## src/rtl/alu_issue_decoder.sv

```systemverilog
// rtl/alu_issue_decoder.sv - registered RV32I decode/issue stage feeding the main ALU
//
// Ports:
//   CLK, RESETN            clock, synchronous active-low reset
//   IN_VALID/IN_READY      fetch handshake carrying IN_INSTR and IN_PC
//   OUT_VALID/OUT_READY    decoded bundle handshake
//   CTRL, BRANCHCONDITION  ALU operation and branch condition codes
//   ASEL, BSEL, IMM        operand selects and sign-extended immediate
//   RS1, RS2, RD           register indices (raw instruction fields)
//   REGWRITE, MEMREAD, MEMWRITE, FUNCT3, OUT_PC, ILLEGAL  bundle sidebands

module alu_issue_decoder #(
    parameter int XLEN = 32
) (
    input  logic            CLK,
    input  logic            RESETN,
    input  logic            IN_VALID,
    output logic            IN_READY,
    input  logic [XLEN-1:0] IN_INSTR,
    input  logic [XLEN-1:0] IN_PC,
    output logic            OUT_VALID,
    input  logic            OUT_READY,
    output logic [3:0]      CTRL,
    output logic [2:0]      BRANCHCONDITION,
    output logic [1:0]      ASEL,
    output logic            BSEL,
    output logic [XLEN-1:0] IMM,
    output logic [4:0]      RS1,
    output logic [4:0]      RS2,
    output logic [4:0]      RD,
    output logic            REGWRITE,
    output logic            MEMREAD,
    output logic            MEMWRITE,
    output logic [2:0]      FUNCT3,
    output logic [XLEN-1:0] OUT_PC,
    output logic            ILLEGAL
);

    localparam logic [3:0] ALU_ADD  = 4'b0000;
    localparam logic [3:0] ALU_SUB  = 4'b0001;
    localparam logic [3:0] ALU_SLL  = 4'b0010;
    localparam logic [3:0] ALU_SRL  = 4'b0011;
    localparam logic [3:0] ALU_SRA  = 4'b0100;
    localparam logic [3:0] ALU_AND  = 4'b0101;
    localparam logic [3:0] ALU_OR   = 4'b0110;
    localparam logic [3:0] ALU_XOR  = 4'b0111;
    localparam logic [3:0] ALU_SLT  = 4'b1000;
    localparam logic [3:0] ALU_SLTU = 4'b1001;

    localparam logic [2:0] BC_JMP  = 3'b010;
    localparam logic [2:0] BC_NONE = 3'b011;

    localparam logic [6:0] OPC_OP     = 7'b0110011;
    localparam logic [6:0] OPC_OPIMM  = 7'b0010011;
    localparam logic [6:0] OPC_LOAD   = 7'b0000011;
    localparam logic [6:0] OPC_STORE  = 7'b0100011;
    localparam logic [6:0] OPC_BRANCH = 7'b1100011;
    localparam logic [6:0] OPC_LUI    = 7'b0110111;
    localparam logic [6:0] OPC_AUIPC  = 7'b0010111;
    localparam logic [6:0] OPC_JAL    = 7'b1101111;
    localparam logic [6:0] OPC_JALR   = 7'b1100111;

    typedef struct packed {
        logic [3:0]      ctrl;
        logic [2:0]      bc;
        logic [1:0]      asel;
        logic            bsel;
        logic [XLEN-1:0] imm;
        logic [4:0]      rs1;
        logic [4:0]      rs2;
        logic [4:0]      rd;
        logic            regwrite;
        logic            memread;
        logic            memwrite;
        logic [2:0]      funct3;
        logic [XLEN-1:0] pc;
        logic            illegal;
    } bundle_t;

    typedef enum logic [1:0] {
        S_EMPTY,
        S_ONE,
        S_FULL
    } state_t;

    // Register-register ALU op for funct7 = 0000000 (also the OP-IMM mapping).
    function automatic logic [3:0] alu_from_f3(input logic [2:0] f3);
        case (f3)
            3'b000:  alu_from_f3 = ALU_ADD;
            3'b001:  alu_from_f3 = ALU_SLL;
            3'b010:  alu_from_f3 = ALU_SLT;
            3'b011:  alu_from_f3 = ALU_SLTU;
            3'b100:  alu_from_f3 = ALU_XOR;
            3'b101:  alu_from_f3 = ALU_SRL;
            3'b110:  alu_from_f3 = ALU_OR;
            default: alu_from_f3 = ALU_AND;
        endcase
    endfunction

    logic [6:0]      opcode;
    logic [2:0]      f3;
    logic [6:0]      f7;
    logic [XLEN-1:0] imm_i, imm_s, imm_b, imm_u, imm_j;
    logic            ill;
    bundle_t         dec;
    bundle_t         rst_bundle;

    assign opcode = IN_INSTR[6:0];
    assign f3     = IN_INSTR[14:12];
    assign f7     = IN_INSTR[31:25];
    assign imm_i  = {{20{IN_INSTR[31]}}, IN_INSTR[31:20]};
    assign imm_s  = {{20{IN_INSTR[31]}}, IN_INSTR[31:25], IN_INSTR[11:7]};
    assign imm_b  = {{19{IN_INSTR[31]}}, IN_INSTR[31], IN_INSTR[7], IN_INSTR[30:25], IN_INSTR[11:8], 1'b0};
    assign imm_u  = {IN_INSTR[31:12], 12'b0};
    assign imm_j  = {{11{IN_INSTR[31]}}, IN_INSTR[31], IN_INSTR[19:12], IN_INSTR[20], IN_INSTR[30:21], 1'b0};

    always_comb begin
        rst_bundle    = '0;
        rst_bundle.bc = BC_NONE;
    end

    always_comb begin
        ill          = 1'b0;
        dec          = '0;
        dec.ctrl     = ALU_ADD;
        dec.bc       = BC_NONE;
        dec.rs1      = IN_INSTR[19:15];
        dec.rs2      = IN_INSTR[24:20];
        dec.rd       = IN_INSTR[11:7];
        dec.funct3   = f3;
        dec.pc       = IN_PC;
        case (opcode)
            OPC_OP: begin
                dec.regwrite = 1'b1;
                if (f7 == 7'b0000000) begin
                    dec.ctrl = alu_from_f3(f3);
                end else if (f7 == 7'b0100000 && f3 == 3'b000) begin
                    dec.ctrl = ALU_SUB;
                end else if (f7 == 7'b0100000 && f3 == 3'b101) begin
                    dec.ctrl = ALU_SRA;
                end else begin
                    ill = 1'b1;
                end
            end
            OPC_OPIMM: begin
                dec.regwrite = 1'b1;
                dec.bsel     = 1'b1;
                dec.imm      = imm_i;
                // Only the shift forms constrain imm[11:5]; other funct3 use it as immediate.
                if (f3 == 3'b001) begin
                    dec.ctrl = ALU_SLL;
                    ill      = (f7 != 7'b0000000);
                end else if (f3 == 3'b101) begin
                    if (f7 == 7'b0000000) begin
                        dec.ctrl = ALU_SRL;
                    end else if (f7 == 7'b0100000) begin
                        dec.ctrl = ALU_SRA;
                    end else begin
                        ill = 1'b1;
                    end
                end else begin
                    dec.ctrl = alu_from_f3(f3);
                end
            end
            OPC_LOAD: begin
                dec.bsel     = 1'b1;
                dec.imm      = imm_i;
                dec.memread  = 1'b1;
                dec.regwrite = 1'b1;
            end
            OPC_STORE: begin
                dec.bsel     = 1'b1;
                dec.imm      = imm_s;
                dec.memwrite = 1'b1;
            end
            OPC_BRANCH: begin
                dec.imm = imm_b;
                // Legal branch funct3 values coincide with the condition encoding.
                dec.bc  = f3;
                case (f3)
                    3'b000, 3'b001: dec.ctrl = ALU_SUB;
                    3'b100, 3'b101: dec.ctrl = ALU_SLT;
                    3'b110, 3'b111: dec.ctrl = ALU_SLTU;
                    default:        ill      = 1'b1;
                endcase
            end
            OPC_LUI: begin
                dec.asel     = 2'b10;
                dec.bsel     = 1'b1;
                dec.imm      = imm_u;
                dec.regwrite = 1'b1;
            end
            OPC_AUIPC: begin
                dec.asel     = 2'b01;
                dec.bsel     = 1'b1;
                dec.imm      = imm_u;
                dec.regwrite = 1'b1;
            end
            OPC_JAL: begin
                dec.asel     = 2'b01;
                dec.bsel     = 1'b1;
                dec.imm      = imm_j;
                dec.bc       = BC_JMP;
                dec.regwrite = 1'b1;
            end
            OPC_JALR: begin
                dec.bsel     = 1'b1;
                dec.imm      = imm_i;
                dec.bc       = BC_JMP;
                dec.regwrite = 1'b1;
                ill          = (f3 != 3'b000);
            end
            default: ill = 1'b1;
        endcase
        // Illegal encodings still flow through, but must not cause side effects.
        if (ill) begin
            dec.ctrl     = ALU_ADD;
            dec.bc       = BC_NONE;
            dec.asel     = 2'b00;
            dec.bsel     = 1'b0;
            dec.imm      = '0;
            dec.regwrite = 1'b0;
            dec.memread  = 1'b0;
            dec.memwrite = 1'b0;
            dec.illegal  = 1'b1;
        end
    end

    state_t  state_q, state_d;
    bundle_t main_q, main_d;
    bundle_t skid_q, skid_d;
    logic    in_ready_q;
    logic    accept, xfer;

    assign accept = IN_VALID & in_ready_q;
    assign xfer   = (state_q != S_EMPTY) & OUT_READY;

    always_comb begin
        state_d = state_q;
        main_d  = main_q;
        skid_d  = skid_q;
        case (state_q)
            S_EMPTY: begin
                if (accept) begin
                    main_d  = dec;
                    state_d = S_ONE;
                end
            end
            S_ONE: begin
                if (accept && xfer) begin
                    main_d = dec;
                end else if (accept) begin
                    skid_d  = dec;
                    state_d = S_FULL;
                end else if (xfer) begin
                    state_d = S_EMPTY;
                end
            end
            S_FULL: begin
                if (xfer) begin
                    main_d  = skid_q;
                    state_d = S_ONE;
                end
            end
            default: state_d = S_EMPTY;
        endcase
    end

    always_ff @(posedge CLK) begin
        if (!RESETN) begin
            state_q    <= S_EMPTY;
            main_q     <= rst_bundle;
            skid_q     <= rst_bundle;
            in_ready_q <= 1'b1;
        end else begin
            state_q    <= state_d;
            main_q     <= main_d;
            skid_q     <= skid_d;
            in_ready_q <= (state_d != S_FULL);
        end
    end

    // Ready is forced low while reset is held so fetch never sees a phantom accept.
    assign IN_READY        = in_ready_q & RESETN;
    assign OUT_VALID       = (state_q != S_EMPTY);
    assign CTRL            = main_q.ctrl;
    assign BRANCHCONDITION = main_q.bc;
    assign ASEL            = main_q.asel;
    assign BSEL            = main_q.bsel;
    assign IMM             = main_q.imm;
    assign RS1             = main_q.rs1;
    assign RS2             = main_q.rs2;
    assign RD              = main_q.rd;
    assign REGWRITE        = main_q.regwrite;
    assign MEMREAD         = main_q.memread;
    assign MEMWRITE        = main_q.memwrite;
    assign FUNCT3          = main_q.funct3;
    assign OUT_PC          = main_q.pc;
    assign ILLEGAL         = main_q.illegal;

endmodule

```

## config.mk

```make
export PLATFORM = sky130hd
export DESIGN_NAME = alu_issue_decoder
export DESIGN_NICKNAME = d
export VERILOG_FILES = /design/src/rtl/alu_issue_decoder.sv
export SDC_FILE = /design/constraint.sdc
export NUM_CORES = 1
export LEC_CHECK = 0
export CAP_MARGIN = 25
export CELL_PAD_IN_SITES_DETAIL_PLACEMENT = 0
export CELL_PAD_IN_SITES_GLOBAL_PLACEMENT = 1
export CORE_MARGIN = 8
export CORE_UTILIZATION = 35
export DETAILED_ROUTE_END_ITERATION = 16
export PLACE_DENSITY_LB_ADDON = 0.1
export SETUP_SLACK_MARGIN = 0.05
export SLEW_MARGIN = 25
export SYNTH_ARGS = -nofsm -noshare
export SYNTH_HDL_FRONTEND = slang
export SYNTH_SLANG_ARGS = --single-unit
```

## constraint.sdc

```tcl
create_clock -name CLK -period 2.9 [get_ports CLK]
set_input_delay 0.87 -clock CLK [delete_from_list [all_inputs] [get_ports CLK]]
set_output_delay 0.87 -clock CLK [all_outputs]
set_load 0.02 [all_outputs]
```

==> impl_results.md <==
* Starting density of the core at 35.6%
* Yosys Warn Count at 0
* 1st-iter DRT viols at 510
* Final Skew at 0.0117 ns
* Root buf cell: clkbuf_16
* Final instance area at 11500 sq um
* CTS Buf Count at 17
* Global route hottest layer: met2
* Slew headroom at 50.8%
* CP peak stage delay at 0.46 ns
* Crit end category: flop
* PortBufs at 165
* Max Slew Vio Count at 0
* Syn-to-layout area delta at 37.0%
* Avg Vias per Cell at 5.10
* Asr flop ratio synth at 0%
* Min-Delay Endpoint: skid_q[82]
* R2R setup slack at 0.97 ns
* I/O pin count at 166
* Fin Hold WS at 0.459 ns
* Layout cells sized above 1 at 11.3%
* Most frequent cells in the layout: nand2_1 (245), dfxtp_1 (195), clkdlybuf4s50_1 (163)
* First-pass GRT wire length at 42700 um
* Least-Margin Pin Slew at 0.738 ns
* Crit-path slowest cell: clkdlybuf4s50_1
* Vias in the first global route at 7692
* H-tree Lvls at 4
* Syn nets at 1075
* Total GRT Usage at 18.4%
* Number of synthesized flops with an enable pin at 0
* Final nets at 1256
* Initial antenna violation count at 1
* Final Critical Period at 2.79 ns
* Synth top area cells: dfxtp_1 (47%), nand2_1 (11%), o211a_1 (6.5%)
* Detail Placement HPWL at 18100 um
* Cts repair resizes at 0
* Critical path type: in -> reg
* Die span in y at 171 um
* Pwr per Cell Area at 563 nW/um^2
* Hold_buf cts at 0
* Post-place setup slack at -0.351 ns
* Clk sinks at 195
* CTS tree: done
* Post-synthesis sequential area ratio at 46.7%
* FMAX at 358 MHz
* Final Setup Violations at 0
* Die Width at 171 um
* Flops & latches, synth at 195
* Period Utilization, post-route at 96.2%
* Crit-path max FO at 9
* RR Startpoint: state_q[0]
* Status: complete, no violations
* Reg2reg end: IMM[5]
* Maximum number of pins on one net before global-route repair at 162
* Final WS setup at 0.111 ns
* Worst Reg2Reg Path Length in Cells at 6
* # DRC at 0
* Drt first pass iters at 5
* Most common cell after layout, fill and taps aside: nand2_1
* Final Wtd Congestion at 0.861
* VDD IR max at 0.327 mV
* CTS clk-pin slew, worst paths at 0.08 ns
* Met2 Usage GRT at 30.5%
* Remaining antenna violation count after routing at 0
* Hold path cells at 2
* Average size of a mapped cell at 8.34 sq um
* Core area at 23500 sq um
* Largest area contributor in the netlist: dfxtp_1
* Start point of the worst hold path: skid_q[82]
* Worst Path Required at 3.26 ns
* HP Class: reg -> reg
* Full die area at 29100 sq um
* Max cap viols at 0
* Top-area cell type share of the netlist area at 46.7%
* Area of the mapped netlist at 8370 sq um
* Row cnt at 56
* Worst skew pair latency at 0.43 ns
* Pwr Total at 0.00645 W
* Worst Path Arrival at 3.15 ns
* Met1 GRT Util at 23.2%
* Dpl cell area at 10900 sq um
* WL per Instance at 17.7 um
* Post-CTS Setup Inserts at 0
* CP Cell Sequence: clkdlybuf4s50_1, nor4_4, nand3_1, a41o_1, or4_1, buf_4, buf_12, a2bb2oi_1, a21oi_1
* Top_reg_cell synth: dfxtp_1
* RSZ-0062 raised after global routing: no
* N_diodes at 0
* Yosys cell types at 57
* CTS max path bufs at 2
* Leak at 4.64 nW
* Final Util at 48.8%
* Post-Synthesis Cells at 1003
* Overflow after GRT at 0
* Final hold violations at 0
* Met3 GRT Util at 5.14%
* Vias at 7732
* Crit start category: input pin
* Routed WL at 26900 um
## registers in the layout, indices dropped and copies added (netlist names)
name             flops
RS1                  5
BRANCHCONDITION      3
BSEL                 1
skid_q              96
in_ready_q           1
OUT_PC              32
IMM                 32
state_q              2
ASEL                 2
ILLEGAL              1
RD                   5
CTRL                 4
REGWRITE             1
MEMREAD              1
FUNCT3               3
RS2                  5
MEMWRITE             1
## worst max-delay path, delay by kind of cell
kind | cells | cell delay (ns)
AO/OA/AOI/OAI | 3 | 0.54
buffers and inverters | 3 | 0.81
AND/OR/NAND/NOR | 3 | 0.92
## synthesized netlist by cell type (all sizes together) (5+ instances only)
library cell / count
a21o: 7
nand2: 246
o211a: 54
a2bb2oi: 17
o21ai: 69
buf: 13
inv: 6
a221oi: 12
nor2: 28
a21oi: 59
a21boi: 55
a32o: 7
nor2b: 5
a22o: 17
nand2b: 5
dfxtp: 195
clkbuf: 79
nand3: 64
a32oi: 7
## worst max path at each step
stage / from / endpoint / slack (ns) / depth (start not counted)
floorplan: IN_INSTR[14] / BRANCHCONDITION[0] / 0.15 / 11
global placement: IN_INSTR[5] / REGWRITE / -0.35 / 10
detailed placement: IN_INSTR[4] / IMM[10] / -0.35 / 10
CTS: IN_INSTR[4] / IMM[10] / 0.10 / 10
global route: IN_INSTR[25] / IMM[16] / 0.06 / 9
finish: IN_INSTR[25] / IMM[17] / 0.11 / 9
## metal layers
metal / wire length (um) / share of wire, %
met5: 9 / 0.034
met4: 391 / 1.5
met1: 12300 / 46
met2: 12600 / 47
met3: 1570 / 5.8
## area by class of cell
class / instances / area [sq um]
fill: 2326 / 12000
multi-input combinational: 710 / 4110
sequential: 195 / 3900
timing repair buffer: 254 / 2460
clock buffer: 18 / 429
tap: 319 / 399
clock inverter: 14 / 141
inverter: 6 / 22.5
## cells by family (layout without fill, tap and decap cells)
logic type	Yosys count	after routing	synth area share, %
simple gates	375	375	19.4
compound gates	330	330	28.5
flops	195	195	46.7
buf+inv	98	292	4.68
fa+ha+maj	4	4	0.598
xor+xnor	1	1	0.105
## power breakdown
group          switching, W  total, W  leakage [nW]  internal [W]
Clock               0.00117   0.00232         0.282       0.00115
Combinational      0.000638   0.00121          2.77      0.000569
Sequential        0.0000844   0.00292          1.59       0.00283
Total               0.00190   0.00645          4.64       0.00455
## metrics by stage
step | std cells | TNS, ns
after global placement | 1484 | -21.83
after floorplan | 1003 | 0
final | 1516 | 0
after CTS | 1516 | 0
after detailed placement | 1484 | -21.55
after global routing | 1516 | 0
Note: power is estimated with default switching activity, not from simulation.
